===== src/rtl/dlx_fetch_stage_if.sv =====
// dlx_fetch_stage_if: fetch-stage bundle (imem port, redirect, IF/ID).
// master = fetch stage side, slave = memory/decode side.
interface dlx_fetch_stage_if;
  logic        imem_req;
  logic [31:0] imem_addr;
  logic        imem_gnt;
  logic        imem_rvalid;
  logic [31:0] imem_rdata;
  logic        redirect_valid;
  logic [31:0] redirect_pc;
  logic        id_stall;
  logic        if_id_valid;
  logic [31:0] if_id_instr;
  logic [31:0] if_id_pc_plus_four;

  modport master (
    output imem_req, imem_addr,
    output if_id_valid, if_id_instr,
    output if_id_pc_plus_four,
    input  imem_gnt, imem_rvalid,
    input  imem_rdata,
    input  redirect_valid, redirect_pc,
    input  id_stall
  );

  modport slave (
    input  imem_req, imem_addr,
    input  if_id_valid, if_id_instr,
    input  if_id_pc_plus_four,
    output imem_gnt, imem_rvalid,
    output imem_rdata,
    output redirect_valid, redirect_pc,
    output id_stall
  );
endinterface


===== src/rtl/dlx_fetch_stage.sv =====
// dlx_fetch_stage: DLX fetch - PC, single-outstanding imem requests,
// IF/ID register with one-entry skid buffer, redirect squash.
// Ports: clk, rst_n (async, active low), bus (dlx_fetch_stage_if.master).
// DLX_DELAY_SLOT_EN: keep the instruction after a branch (delay slot).
module dlx_fetch_stage #(
  parameter logic [31:0] RESET_PC = 32'h0000_0000
) (
  input logic               clk,
  input logic               rst_n,
  dlx_fetch_stage_if.master bus
);

  typedef enum logic [1:0] {
    S_IDLE, S_REQ, S_WAIT, S_FULL
  } state_e;

  typedef struct packed {
    logic        vld;
    logic [31:0] instr;
    logic [31:0] pc4;
  } if_id_t;

  state_e      state_q, state_d;
  logic [31:0] pc_q, pc_d;
  logic [31:0] addr_q, addr_d;
  logic        disc_q, disc_d;
  if_id_t      skid_q, skid_d;
  if_id_t      if_id_q, if_id_d;
  if_id_t      rsp, load_w;
  logic        redir_acc, squash, load;

  assign redir_acc = bus.redirect_valid & if_id_q.vld
                   & ~bus.id_stall;

  assign rsp = '{vld: 1'b1,
                 instr: bus.imem_rdata,
                 pc4: addr_q + 32'd4};

`ifdef DLX_DELAY_SLOT_EN
  logic        pend_q, pend_d;
  logic [31:0] tgt_q, tgt_d;
  assign squash = 1'b0;
`else
  assign squash = redir_acc;
`endif

  always_comb begin
    state_d = state_q;
    pc_d    = pc_q;
    addr_d  = addr_q;
    disc_d  = disc_q;
    skid_d  = skid_q;
    if_id_d = if_id_q;
    load    = 1'b0;
    load_w  = skid_q;
`ifdef DLX_DELAY_SLOT_EN
    pend_d  = pend_q;
    tgt_d   = tgt_q;
`endif
    unique case (state_q)
      S_IDLE: state_d = S_REQ;
      S_REQ: begin
        if (bus.imem_gnt) begin
          state_d = S_WAIT;
          addr_d  = {pc_q[31:2], 2'b00};
          pc_d    = pc_q + 32'd4;
          // granted wrong-path fetch: drop its data later
          disc_d  = squash;
        end
      end
      S_WAIT: begin
        if (bus.imem_rvalid) begin
          disc_d  = 1'b0;
          state_d = S_REQ;
          if (!(disc_q || squash)) begin
            if (!bus.id_stall) begin
              load   = 1'b1;
              load_w = rsp;
            end else begin
              skid_d  = rsp;
              state_d = S_FULL;
            end
          end
        end else if (squash) begin
          disc_d = 1'b1;
        end
      end
      S_FULL: begin
        if (!bus.id_stall) begin
          state_d    = S_REQ;
          skid_d.vld = 1'b0;
          load       = ~squash;
        end
      end
      default: state_d = S_IDLE;
    endcase

    if (squash) pc_d = bus.redirect_pc;

`ifdef DLX_DELAY_SLOT_EN
    // first delivery after the branch is the slot
    if (load && (pend_q || redir_acc)) begin
      pc_d   = pend_q ? tgt_q : bus.redirect_pc;
      pend_d = 1'b0;
    end else if (redir_acc) begin
      pend_d = 1'b1;
      tgt_d  = bus.redirect_pc;
    end
`endif

    if (!bus.id_stall) begin
      if_id_d.vld = 1'b0;
      if (load) if_id_d = load_w;
    end
  end

  always_ff @(posedge clk or negedge rst_n) begin
    if (!rst_n) begin
      state_q <= S_IDLE;
      pc_q    <= RESET_PC;
      addr_q  <= '0;
      disc_q  <= 1'b0;
      skid_q  <= '0;
      if_id_q <= '0;
    end else begin
      state_q <= state_d;
      pc_q    <= pc_d;
      addr_q  <= addr_d;
      disc_q  <= disc_d;
      skid_q  <= skid_d;
      if_id_q <= if_id_d;
    end
  end

`ifdef DLX_DELAY_SLOT_EN
  always_ff @(posedge clk or negedge rst_n) begin
    if (!rst_n) begin
      pend_q <= 1'b0;
      tgt_q  <= '0;
    end else begin
      pend_q <= pend_d;
      tgt_q  <= tgt_d;
    end
  end
`endif

  assign bus.imem_req  = (state_q == S_REQ);
  assign bus.imem_addr = {pc_q[31:2], 2'b00};
  assign bus.if_id_valid        = if_id_q.vld;
  assign bus.if_id_instr        = if_id_q.instr;
  assign bus.if_id_pc_plus_four = if_id_q.pc4;

endmodule

===== src/flat_wrapper.sv =====
// flat-port wrapper written by rule: the top's interface ports become plain ports
module dlx_fetch_stage_flat 
#(
  parameter logic [31:0] RESET_PC = 32'h0000_0000
)
  (clk, rst_n, bus_imem_req, bus_imem_addr, bus_if_id_valid, bus_if_id_instr, bus_if_id_pc_plus_four, bus_imem_gnt, bus_imem_rvalid, bus_imem_rdata, bus_redirect_valid, bus_redirect_pc, bus_id_stall);
  dlx_fetch_stage_if bus_i ();
  input logic clk;
  input logic rst_n;
  output wire logic [$bits(bus_i.imem_req)-1:0] bus_imem_req;
  output wire logic [$bits(bus_i.imem_addr)-1:0] bus_imem_addr;
  output wire logic [$bits(bus_i.if_id_valid)-1:0] bus_if_id_valid;
  output wire logic [$bits(bus_i.if_id_instr)-1:0] bus_if_id_instr;
  output wire logic [$bits(bus_i.if_id_pc_plus_four)-1:0] bus_if_id_pc_plus_four;
  input wire logic [$bits(bus_i.imem_gnt)-1:0] bus_imem_gnt;
  input wire logic [$bits(bus_i.imem_rvalid)-1:0] bus_imem_rvalid;
  input wire logic [$bits(bus_i.imem_rdata)-1:0] bus_imem_rdata;
  input wire logic [$bits(bus_i.redirect_valid)-1:0] bus_redirect_valid;
  input wire logic [$bits(bus_i.redirect_pc)-1:0] bus_redirect_pc;
  input wire logic [$bits(bus_i.id_stall)-1:0] bus_id_stall;
  assign bus_imem_req = bus_i.imem_req;
  assign bus_imem_addr = bus_i.imem_addr;
  assign bus_if_id_valid = bus_i.if_id_valid;
  assign bus_if_id_instr = bus_i.if_id_instr;
  assign bus_if_id_pc_plus_four = bus_i.if_id_pc_plus_four;
  assign bus_i.imem_gnt = bus_imem_gnt;
  assign bus_i.imem_rvalid = bus_imem_rvalid;
  assign bus_i.imem_rdata = bus_imem_rdata;
  assign bus_i.redirect_valid = bus_redirect_valid;
  assign bus_i.redirect_pc = bus_redirect_pc;
  assign bus_i.id_stall = bus_id_stall;
  dlx_fetch_stage #(.RESET_PC(RESET_PC)) u_core (.clk(clk), .rst_n(rst_n), .bus(bus_i));
endmodule

===== config.mk =====
export PLATFORM = sky130hd
export DESIGN_NAME = dlx_fetch_stage_flat
export DESIGN_NICKNAME = d
export VERILOG_FILES = /design/src/rtl/dlx_fetch_stage_if.sv /design/src/rtl/dlx_fetch_stage.sv /design/src/flat_wrapper.sv
export SDC_FILE = /design/constraint.sdc
export NUM_CORES = 1
export LEC_CHECK = 0
export BUFFER_PORTS_ARGS = -buffer_cell sky130_fd_sc_hd__buf_2
export CAP_MARGIN = 0
export CORE_AREA = 2 2 131 120
export DETAILED_ROUTE_END_ITERATION = 16
export DIE_AREA = 0 0 133 122
export PLACE_DENSITY = 0.85
export SLEW_MARGIN = 15
export SYNTH_ARGS = -nofsm -noshare
export SYNTH_HDL_FRONTEND = slang
export SYNTH_SLANG_ARGS = --single-unit

===== constraint.sdc =====
create_clock -name clk -period 3.3 [get_ports clk]
set_clock_uncertainty 0.15 [all_clocks]
set_input_delay 0.825 -clock clk [delete_from_list [all_inputs] [get_ports clk]]
set_output_delay 0.825 -clock clk [all_outputs]
set_load 0.02 [all_outputs]

======== Word level (Yosys, flattened, before mapping) ========
Index checks and enable logic that the tools add are counted.
storage, ports and cells
  bits in registers ....................... 195
  input bits .............................. 70
cells by class
  equality and inequality tests ........... 9
  reduce and logical (&&, ||, !) cells .... 13
  bitwise logic cells ..................... 5
  mux-type cells .......................... 27
  add/sub/neg operators ................... 2
operator list
  cell                     count
  $mux W65                 7
  $mux W32                 3
  $add A32 B3 Y32 const B  2
  $mux W2                  5
  $mux W1                  8
  $ne A2 B2 Y1 const B     4
  $pmux W2 S4              1
  $reduce_bool A2 Y1       4
  $pmux W1 S2              3
  $reduce_and A2 Y1        3
  $reduce_and A3 Y1        2
  $reduce_and A5 Y1        1
  $eq A2 B2 Y1 const B     2
  $reduce_and A4 Y1        1
  $ne A3 B2 Y1 const B     1
  $not A1 Y1               3
  $and A1 B1 Y1            2
  $eq A2 B1 Y1 const B     1
  $logic_not A2 Y1         1
  $ne A2 B1 Y1 const B     1
  $logic_or A1 B1 Y1       1

======== Depth between registers and ports, before layout ========
  depth after elaboration ................. 7
  depth in mapped cells ................... 9

======== Worst setup path before layout ========
OpenSTA, ideal clock, no wires.
  path kind ............................... input-to-reg
  start point ............................. input bus_id_stall
  end point ............................... register u_core.if_id_q (netlist bit u_core.bus.if_id_instr[0])
  required time ........................... 3.068 ns
  setup time .............................. 0.082 ns
  cell stages on the path ................. 7
  arrival time ............................ 2.025 ns
  setup slack ............................. 1.044 ns
  path through ............................ buf_2 > a21oi_1 > a21boi_2 > buf_2 > buf_2 > nor2_1 > a31oi_1
on the way
  longest elaborated chain between the ends .. 7
  elaborated cells between the ends (all ways) .. 13
ends and longest elaborated chain
  what                                line                    text
  start, declared                     flat_wrapper.sv:20      input wire logic [$bits(bus_i.id_stall)-1:0] bus_id_stall;
  $not A1 Y1 (no source line)         n/a
  $and A1 B1 Y1                       dlx_fetch_stage.sv:33   & ~bus.id_stall;
  $logic_or A1 B1 Y1                  dlx_fetch_stage.sv:75   if (!(disc_q || squash)) begin
  $mux W1                             dlx_fetch_stage.sv:75
  $mux W1                             dlx_fetch_stage.sv:72   if (bus.imem_rvalid) begin
  $pmux W1 S2                         dlx_fetch_stage.sv:60   unique case (state_q)
  $reduce_and A2 Y1 (no source line)  n/a
  end signal, assigned                dlx_fetch_stage.sv:131  if_id_q <= if_id_d;
  end, declared                       dlx_fetch_stage.sv:28   if_id_t if_id_q, if_id_d;
Several ways; a longest one is shown, not always the timed one.
A chain may end at the register's enable or synchronous reset.

======== Worst setup path after layout ========
  start point ............................. register u_core.state_q[1]
  end point ............................... register u_core.pc_q[16]
on the way
  longest elaborated chain between the ends .. 3
ends and longest elaborated chain
  what                                 line                    text
  start, declared                      dlx_fetch_stage.sv:23   state_e state_q, state_d;
  start signal, assigned               dlx_fetch_stage.sv:126  state_q <= state_d;
  $eq A2 B1 Y1                         dlx_fetch_stage.sv:60
  $reduce_bool A2 Y1 (no source line)  n/a
  $reduce_and A2 Y1 (no source line)   n/a
  end signal, assigned                 dlx_fetch_stage.sv:127  pc_q <= pc_d;
  end, declared                        dlx_fetch_stage.sv:24   logic [31:0] pc_q, pc_d;
No other way between the ends.

==> qor.yml <==
status:
  status: "finished, final reports clean"
floorplanning:
  fp.dieH_um: 122
  initial_core_util_pct: 58.68
  die_area_um2: 16230
  io_pins: 168
  die_x_um: 133
  core-area_um2: 15010
  std_cell_rows: 43
hold_path:
  min_path_type: "in2async"
logic_synthesis:
  synth_edf_count: 0
  syn_area_per_cell_um2: 9.987
  yosys.area_share.simple_pct: 18.49
  synth_top_area_cell: "dfrtp_1"
  async_reset_ff_share_pct: 100.0
  synth_cells: 882
  synth-xor-area-share_pct: 5.369
  synthAdderAreaFrac_pct: 0.8523
  yosys_warnings: 0
  ys_types: 51
  ys_seq_elements: 189
  synth.top_cell.area_share_pct: 53.69
  synthMuxAreaShare_pct: 7.884
  synth_top_family_by_area: "simple AND/OR/NAND/NOR gates"
  ys_top_cells_by_area: "dfrtp_1 (54%), mux2_2 (7.5%), nand2_1 (7.3%), o21ai_0 (4.3%), xnor2_1 (2.9%)"
  synth_compound_area_share_pct: 10.40
  seq_area_frac_synth_pct: 53.69
  synthesis.area_um2: 8808
  dominantRegCellSynth: "dfrtp_1"
sta:
  hold_viol: 0
  period_needed_ns: 2.557
  max_slew_margin_pct: 48.03
  slew_viol_final: 0
  rsz0062_at_grt: "no"
  worst_pin_slew_ns: 0.7796
  fin_crit_sh_pct: 77.48
  tns_ns: 0
  fmax_ghz: 0.3911
  finalSetupViolCount: 0
drt:
  antenna_left: 0
  viasPerCell: 5.732
  routed_wl_mm: 21.03
  drc_errors: 0
  drtIter0Drc: 599
  vias: 7091
  wl_per_cell_um: 17.00
  drt_pre_antenna_iters: 6
grt:
  grt_max_degree: 89
  overflow: 0
  antenna_found_initial: 0
  grt_pass1_vias: 6719
  grt_pass1_wl_mm: 34.58
  grt.total_usage_pct: 26.96
worst_setup_path:
  r2r-start: "u_core.state_q[1]"
  cp.buffers_inverters: 1
  path_max_fanout: 10
  cp.arrival_ns: 2.74
  cp_cell_sequence: "inv_1 -> ha_1 -> nand2_2 -> nor3_1 -> nand3_1 -> xor2_1 -> o21ai_0"
  crit_path_top_delay_cell: "nor3_1"
  rr_endpoint: "u_core.pc_q[16]"
  r2r_cells: 7
  path_class: "reg2reg"
  end_kind: "register"
  cpLargestDelayFamily: "simple AND/OR/NAND/NOR gates"
  cpPeakStageDelay_ns: 0.67
  rrSetupSlack_ns: 0.74
  cp_data_required_time_ns: 3.49
  cp-start-kind: "register"
cts:
  cts_resized: 0
  clk_latency_ns: 0.43
  cts_root_buffer: "clkbuf_16"
  path_clk_slew_ns: 0.07
  cts_num_sinks: 189
  numCtsBuffers: 17
  cts_setup_buffers: 0
  clk_path_buf_depth: 2
  cts_hold_buffers: 0
  htreeDepth: 4
  cts_tree: "yes"
final_layout:
  n_fill_cell: 1089
  fin_nets: 1098
  num_antenna_cells: 0
  area_growth_pct: 18.37
  final_cells: 1237
  drive_gt1_share_pct: 27.54
power:
  leakage_nw: 4.749
  power_density_nw_per_um2: 956.9
  peakVddDrop_mv: 0.5556
placement:
  routabilityCongestion: 0.9069
  dp_hpwl_mm: 14.40
  place_inst: 1205
  io_buffers: 161
flow_run:
  cap_viol_max_count: 0
-- worst max-delay path by stage --
stage                     slack [ns]                          endpoint              start  depth (start not counted)
final                           0.74                   u_core.pc_q[16]  u_core.state_q[1]                          7
after global routing            0.55                   u_core.pc_q[16]  u_core.state_q[1]                          7
after CTS                       0.76                   u_core.pc_q[16]  u_core.state_q[1]                          7
after detailed placement        0.60  u_core.bus.if_id_pc_plus_four[2]       bus_id_stall                          7
after floorplan                 1.04         u_core.bus.if_id_instr[0]       bus_id_stall                          7
after global placement          0.67  u_core.bus.if_id_pc_plus_four[5]       bus_id_stall                          7
-- routing by layer --
layer	share of wire [%]	global-route usage (%)
met5	0	0
met4	1.0	5.847
met3	7.3	5.535
met2	49	44.79
met1	43	37.18
-- logic make-up after synthesis --
kind of cell,Yosys count
multiplexers,62
adder cells (fa/ha/maj),6
buffers and inverters,65
AO/OA/AOI/OAI,164
other,1
flip-flops,189
XOR/XNOR,54
AND/OR/NAND/NOR,341
-- sequential cells by signal, indices dropped and copies added (netlist names) --
name,flops
u_core.addr_q,30
u_core.bus.if_id_instr,32
u_core.skid_q,63
u_core.disc_q,1
u_core.bus.if_id_valid,1
u_core.pc_q,30
u_core.bus.if_id_pc_plus_four,30
u_core.state_q,2
-- metrics by stage --
stage	utilization [%]	area, um^2	total power, mW	hold slack [ns]	worst slack [ns]
after floorplan	-	8820	6.506	0.2918	1.044
final	69.46	10430	9.976	0.1986	0.7432
after global placement	65.40	9817	7.618	0.3028	0.6711
after detailed placement	65.40	9817	7.830	0.3124	0.6022
after global routing	69.46	10430	10.58	0.2285	0.5541
after CTS	69.46	10430	9.994	0.2125	0.7642
-- where the power goes --
part	switching (mW)	internal, mW	leakage [nW]	total [mW]
combinational	2.12	1.42	2.07	3.53
clock	0.924	1.21	0.307	2.13
sequential	0.933	3.38	2.38	4.31
total	3.97	6.00	4.75	9.98
-- layout make-up --
class,count,area (um^2),share of cell area (%)
Sequential cell,189,4730,45.36
Multi-Input combinational cell,631,3820,36.64
Timing Repair Buffer,173,977.2,9.372
Clock buffer,17,425.4,4.080
Tap cell,202,252.7,2.424
Clock inverter,15,183.9,1.764
Inverter,10,37.54,0.3600
-- cell usage in the layout (no fill, tap or decap), types with 4 or more instances in the layout --
master	Yosys	routed
buf_2	22	160
mux2_2	59	59
clkbuf_16	0	17
nor2_1	55	55
buf_4	4	6
ha_1	6	6
clkinv_2	0	5
nand3_1	30	30
nor4_2	9	9
nand2_1	172	170
o21ai_0	75	75
buf_12	0	6
nor4_1	5	5
a21oi_1	20	20
and4_1	4	4
nor3_1	9	9
a31oi_1	36	36
a22oi_1	5	5
nand4_1	17	17
o211ai_1	5	5
dfrtp_1	189	189
xor2_1	25	25
and2_1	4	4
xnor2_1	29	29
o21ai_1	14	13
and3_1	15	15
inv_1	10	10
conb_1	1	4
-- Yosys cell counts, types with 3 or more instances --
master	instances
clkbuf_1	25
mux2_2	59
o21ai_1	14
dfrtp_1	189
and3_1	15
and2_1	4
buf_2	22
nand3b_1	3
inv_1	10
a22oi_1	5
o21ai_0	75
nor4_1	5
xnor2_1	29
and4_1	4
nand2_1	172
a21oi_1	20
mux2i_1	3
ha_1	6
nor2_1	55
xor2_1	25
a21o_1	3
buf_4	4
a31oi_1	36
nand3_1	30
nand4_1	17
nor3_1	9
nor4_2	9
buf_1	3
o211ai_1	5
No activity file was read; power rests on OpenSTA's default activity.
